### src/rtl/exc_pkg.sv
// Shared constants for the memory-stage exception checker: exception codes,
// data-memory access widths and the default address map.
package exc_pkg;

    localparam logic [4:0] EXC_NONE = 5'd0;
    localparam logic [4:0] EXC_ADEL = 5'd4;
    localparam logic [4:0] EXC_ADES = 5'd5;
    localparam logic [4:0] EXC_OV   = 5'd12;

    localparam logic [3:0] DM_BYTE = 4'd0;
    localparam logic [3:0] DM_HALF = 4'd1;
    localparam logic [3:0] DM_WORD = 4'd2;

    localparam logic [31:0] DEF_DM_TOP    = 32'h0000_2FFF;
    localparam logic [31:0] DEF_T0_BASE   = 32'h0000_7F00;
    localparam logic [31:0] DEF_T1_BASE   = 32'h0000_7F10;
    localparam logic [31:0] DEF_T_CNT_OFS = 32'd8;
    localparam logic [31:0] T_BLOCK_LAST  = 32'd11;

endpackage

### src/rtl/exc_addr_fault.sv
// Combinational data-memory fault detector: alignment, reserved width,
// address range and timer register access rules.
module exc_addr_fault
    import exc_pkg::*;
#(
    parameter logic [31:0] DM_TOP    = DEF_DM_TOP,
    parameter logic [31:0] T0_BASE   = DEF_T0_BASE,
    parameter logic [31:0] T1_BASE   = DEF_T1_BASE,
    parameter logic [31:0] T_CNT_OFS = DEF_T_CNT_OFS
) (
    input  logic [31:0] i_addr,
    input  logic [3:0]  i_mode,
    input  logic        i_unaligned,
    input  logic        i_is_store,
    output logic        o_fault
);

    logic [31:0] w_addr;
    logic        w_reserved;
    logic        w_misalign;
    logic        w_in_dm;
    logic        w_in_t0;
    logic        w_in_t1;
    logic        w_in_timer;
    logic        w_cnt_hit;
    logic        w_timer_fault;

    // Unaligned-class accesses touch the whole enclosing word.
    assign w_addr = i_unaligned ? {i_addr[31:2], 2'b00} : i_addr;

    assign w_reserved = (i_mode > DM_WORD);
    assign w_misalign = !i_unaligned &&
                        (((i_mode == DM_HALF) && i_addr[0]) ||
                         ((i_mode == DM_WORD) && (i_addr[1:0] != 2'b00)));

    assign w_in_dm    = (w_addr <= DM_TOP);
    assign w_in_t0    = (w_addr >= T0_BASE) && (w_addr <= T0_BASE + T_BLOCK_LAST);
    assign w_in_t1    = (w_addr >= T1_BASE) && (w_addr <= T1_BASE + T_BLOCK_LAST);
    assign w_in_timer = w_in_t0 || w_in_t1;

    assign w_cnt_hit  = (w_addr == T0_BASE + T_CNT_OFS) ||
                        (w_addr == T1_BASE + T_CNT_OFS);

    // Timer registers are word-only and COUNT is read-only.
    assign w_timer_fault = w_in_timer &&
                           ((i_mode != DM_WORD) || i_unaligned ||
                            (i_is_store && w_cnt_hit));

    assign o_fault = w_reserved || w_misalign || w_timer_fault ||
                     !(w_in_dm || w_in_timer);

endmodule

### config.mk
export PLATFORM = sky130hd
export DESIGN_NAME = exc_addr_fault
export DESIGN_NICKNAME = d
export VERILOG_FILES = /design/src/rtl/exc_pkg.sv /design/src/rtl/exc_addr_fault.sv
export SDC_FILE = /design/constraint.sdc
export NUM_CORES = 1
export LEC_CHECK = 0
export BUFFER_PORTS_ARGS = -buffer_cell sky130_fd_sc_hd__buf_2
export CAP_MARGIN = 10
export CORE_AREA = 2 2 39 41
export DETAILED_ROUTE_END_ITERATION = 8
export DIE_AREA = 0 0 41 43
export PLACE_DENSITY_LB_ADDON = 0.05
export SYNTH_ARGS = -nofsm -noshare
export SYNTH_HDL_FRONTEND = slang
export SYNTH_SLANG_ARGS = --single-unit
### constraint.sdc
create_clock -name vclk -period 0.9
set_input_delay 0.09 -clock vclk [all_inputs]
set_output_delay 0.09 -clock vclk [all_outputs]
set_load 0.005 [all_outputs]
### Word level (Yosys, flattened, before mapping)

Cells that the tools add are included.

* add/sub/neg operators: 0
* mux-type cells: 1
* reductions and logical operators: 19
* shifts and indexed selects: 0
* order comparisons: 6
* divide/modulo/power cells: 0
* bitwise logic cells: 0
* multipliers: 0
* eq/ne operators: 5

Operator list (count)
* $eq 32x15->1 const B: 2
* $ge 32x15->1 const B: 2
* $le 32x15->1 const B: 2
* $le 32x14->1 const B: 1
* $logic_or 1x1->1: 9
* $logic_and 1x1->1: 7
* $eq 4x1->1 const B: 1
* $eq 4x2->1 const B: 1
* $gt 4x2->1 const B: 1
* $ne 4x2->1 const B: 1
* $logic_not 1->1: 2
* $mux 2: 1
* $reduce_bool 2->1: 1

* bits in latches: 0
* word-level logic and storage cells: 31
* memory bits (writable): 0
* bits in registers: 0
* memories kept: 0
* ROM bits: 0
* bits of input ports: 38
* output and inout bits: 1

### Logic depth before layout (Yosys ltp)

* word-level depth: 8
* mapped depth: 3

### Worst setup path before layout

OpenSTA, ideal clock, no wires.

* path kind: input port to output port
* from: input port i_addr[17]
* to: output port o_fault
* arrival time: 0.945 ns
* setup slack: -0.135 ns
* stages on the path: 3
* path through: nor4_2 > nand4_1 > or4_1

* cells in the longest elaborated chain, start to end: 7
* elaborated cells between the ends (all ways): 18
* classes of those cells: order compare (5); eq/ne (2); reduce/logical (11)

RTL lines
* start, declared: RTL line exc_addr_fault.sv:11 `input logic [31:0] i_addr,`
* branches (longest 6 deep; another with $ge 32x15->1)
* $logic_or 1x1->1 *: RTL line exc_addr_fault.sv:49 `assign o_fault = w_reserved || w_misalign || w_timer_fault ||`
* end, declared: RTL line exc_addr_fault.sv:15 `output logic o_fault`

Mark *: on every way between the ends.

### Worst setup path in the final report

* from: input port i_addr[31]
* to: output port o_fault

Same word-level chain as after synthesis.

==> key figures <==
Outcome
  • Outcome: complete, but fails checks
  • Failing checks: negative setup slack

Final layout
  • Sequential cells: 0
  • Leading cell types in the layout, fill and taps excluded: 31 x buf_2, 7 x buf_6, 3 x nand2_1, 3 x nor4_4, 3 x buf_4
  • FF+latch area: 0 µm²
  • Filler cells: 161
  • Final core utilization: 32.2%
  • Commonest non-fill, non-tap cell in the layout: buf_2
  • Share of cells above drive strength 1: about 76%
  • Ant diodes: 0
  • Area growth syn-to-layout: 227%
  • CLK BUF: 0
  • Post-layout net count: 99

Run
  • Max-Cap Viols: 0

Floorplan
  • CORE AREA: 1380 µm²
  • Die height: roughly 43 µm
  • Initial Util: just under 10%
  • Die width: 41 µm
  • Cell row count: 14
  • Die ar.: 1760 µm²
  • IO Count: 39

CTS
  • CTS Hold Buffers Added: 0
  • Post-CTS Setup Bufs: 0

Yosys
  • Seq/Total Area, Yosys: 0%
  • Synth warn: 0
  • Yosys cell types: 13
  • Syn Area/Cell: around 7.6 µm²
  • Synthesized area: between 100 and 150 µm²
  • Syn Inst Count: 18
  • Synthesized Nets: 56

Timing
  • Worst Hold Slack: about 0.53 ns
  • RSZ-0062 raised after global routing: yes
  • Post-route clock period utilization: 138%
  • Final critical-path required period: ~1.2 ns
  • Final Slew Violations: 0
  • Hold Fails Final Rpt: 0
  • Relative slew slack: approximately 85%
  • Max Clk Rate: 803 MHz
  • Setup TNS: -0.345 ns
  • Final setup violation count: 1
  • Post-route setup slack: -0.345 ns
  • Least-Margin Pin Slew: between 0.2 and 0.25 ns

Critical path
  • Worst-path fanout max: 1
  • Crit path DAT: 1.15 ns
  • Crit Path Class: in -> out
  • Worst Setup End Kind: output pin
  • Worst setup startpoint: i_addr[31]
  • Req. time, crit path: roughly 0.81 ns
  • CP Launch Type: input pin

Power
  • Lkg Pwr: 0.000209 µW
  • Power Dens Cells: between 300 and 400 nW/µm²
  • Worst IR Drop VDD: 0.0885 mV

Place
  • RePlAce Congestion: between 0.6 and 0.7
  • I/O Buffers: 38

Global route
  • Largest net degree at the start of global routing: 5
  • Vias in the first global route: roughly 280
  • Initial antenna violation count: 0
  • Gr ovfl total: 0
  • First-pass GRT wire length: about 990 µm
  • Total global-route track usage: between 7 and 8%

Route
  • First DRT Iteration DRCs: 0
  • Antenna Nets Post-Route: 0
  • DR vias: 323
  • Final WL: ~640 µm
  • Via-per-instance ratio: 4.31
  • Pre-Repair DR Iteration Count: 1
  • Wire per inst: about 8.5 µm
  • DRC: 0

Hold path
  • Hold Crit Class: in -> out
  • Hold-critical path depth: 5
  • Worst hold start: i_addr[20]
## layout make-up
type	instances	area, µm²	area share [%]
Timing Repair Buffer	41	256	57.6
Multi-Input combinational cell	18	169	37.9
Tap cell	16	20.0	4.49
## per-stage QoR
| stage | setup slack (ns) | instance area [µm²] | std cells | power [µW] |
|---|---|---|---|---|
| floorplan | -0.0969 | 151 | 18 | 22.6 |
| finish | -0.345 | 445 | 75 | 151 |
| CTS | -0.366 | 430 | 75 | 146 |
| detailed placement | -0.402 | 384 | 75 | 125 |
| global route | -0.403 | 445 | 75 | 165 |
| global placement | -0.393 | 384 | 75 | 126 |
## Yosys cell counts
master	instances	share of area [%]
nor4bb_1	1	7.3
o2bb2ai_1	1	6.4
nand2_1	3	8.3
or4_1	1	5.5
o21ai_0	2	7.3
and4b_1	1	7.3
nor4_1	1	4.6
nand4_1	1	4.6
a211oi_1	1	5.5
nor4_2	3	28
a21oi_1	1	3.7
a41oi_1	1	6.4
nor3b_1	1	5.5
## path summary, 6_finish.rpt
| kind | endpoint | slack (ns) |
|---|---|---|
| hold / removal | o_fault | 0.53 |
| setup / recovery | o_fault | -0.34 |
## worst max-delay path, cell delays in order
cell and delay, ns:
buf_6 0.10, nor4_4 0.25, nand4_1 0.11, or4_1 0.47, buf_2 0.14
## power by group
group	switching (µW)	internal [µW]	total, µW
combinational	49.9	101	151
clock	0	0	0
sequential	0	0	0
total	49.9	101	151
## layer usage
metal	global-route usage (%)	share of wire, %
met4	0	0
met5	0	0
met2	13.8	49
met3	0	16
met1	9.18	34
## cell families (layout without fill, tap and decap cells)
| family | after synthesis | after routing | synth area share (%) |
|---|---|---|---|
| AND/OR/NAND/NOR | 12 | 12 | 70.7 |
| AO/OA/AOI/OAI | 6 | 6 | 29.4 |
| buffers and inverters | 0 | 41 | 0 |
## timing repair
action,in CTS,in global routing
resized for setup,7,2
setup endpoints to repair,1,1
pin swaps,2,1
Note: power is estimated with default switching activity, not from simulation.
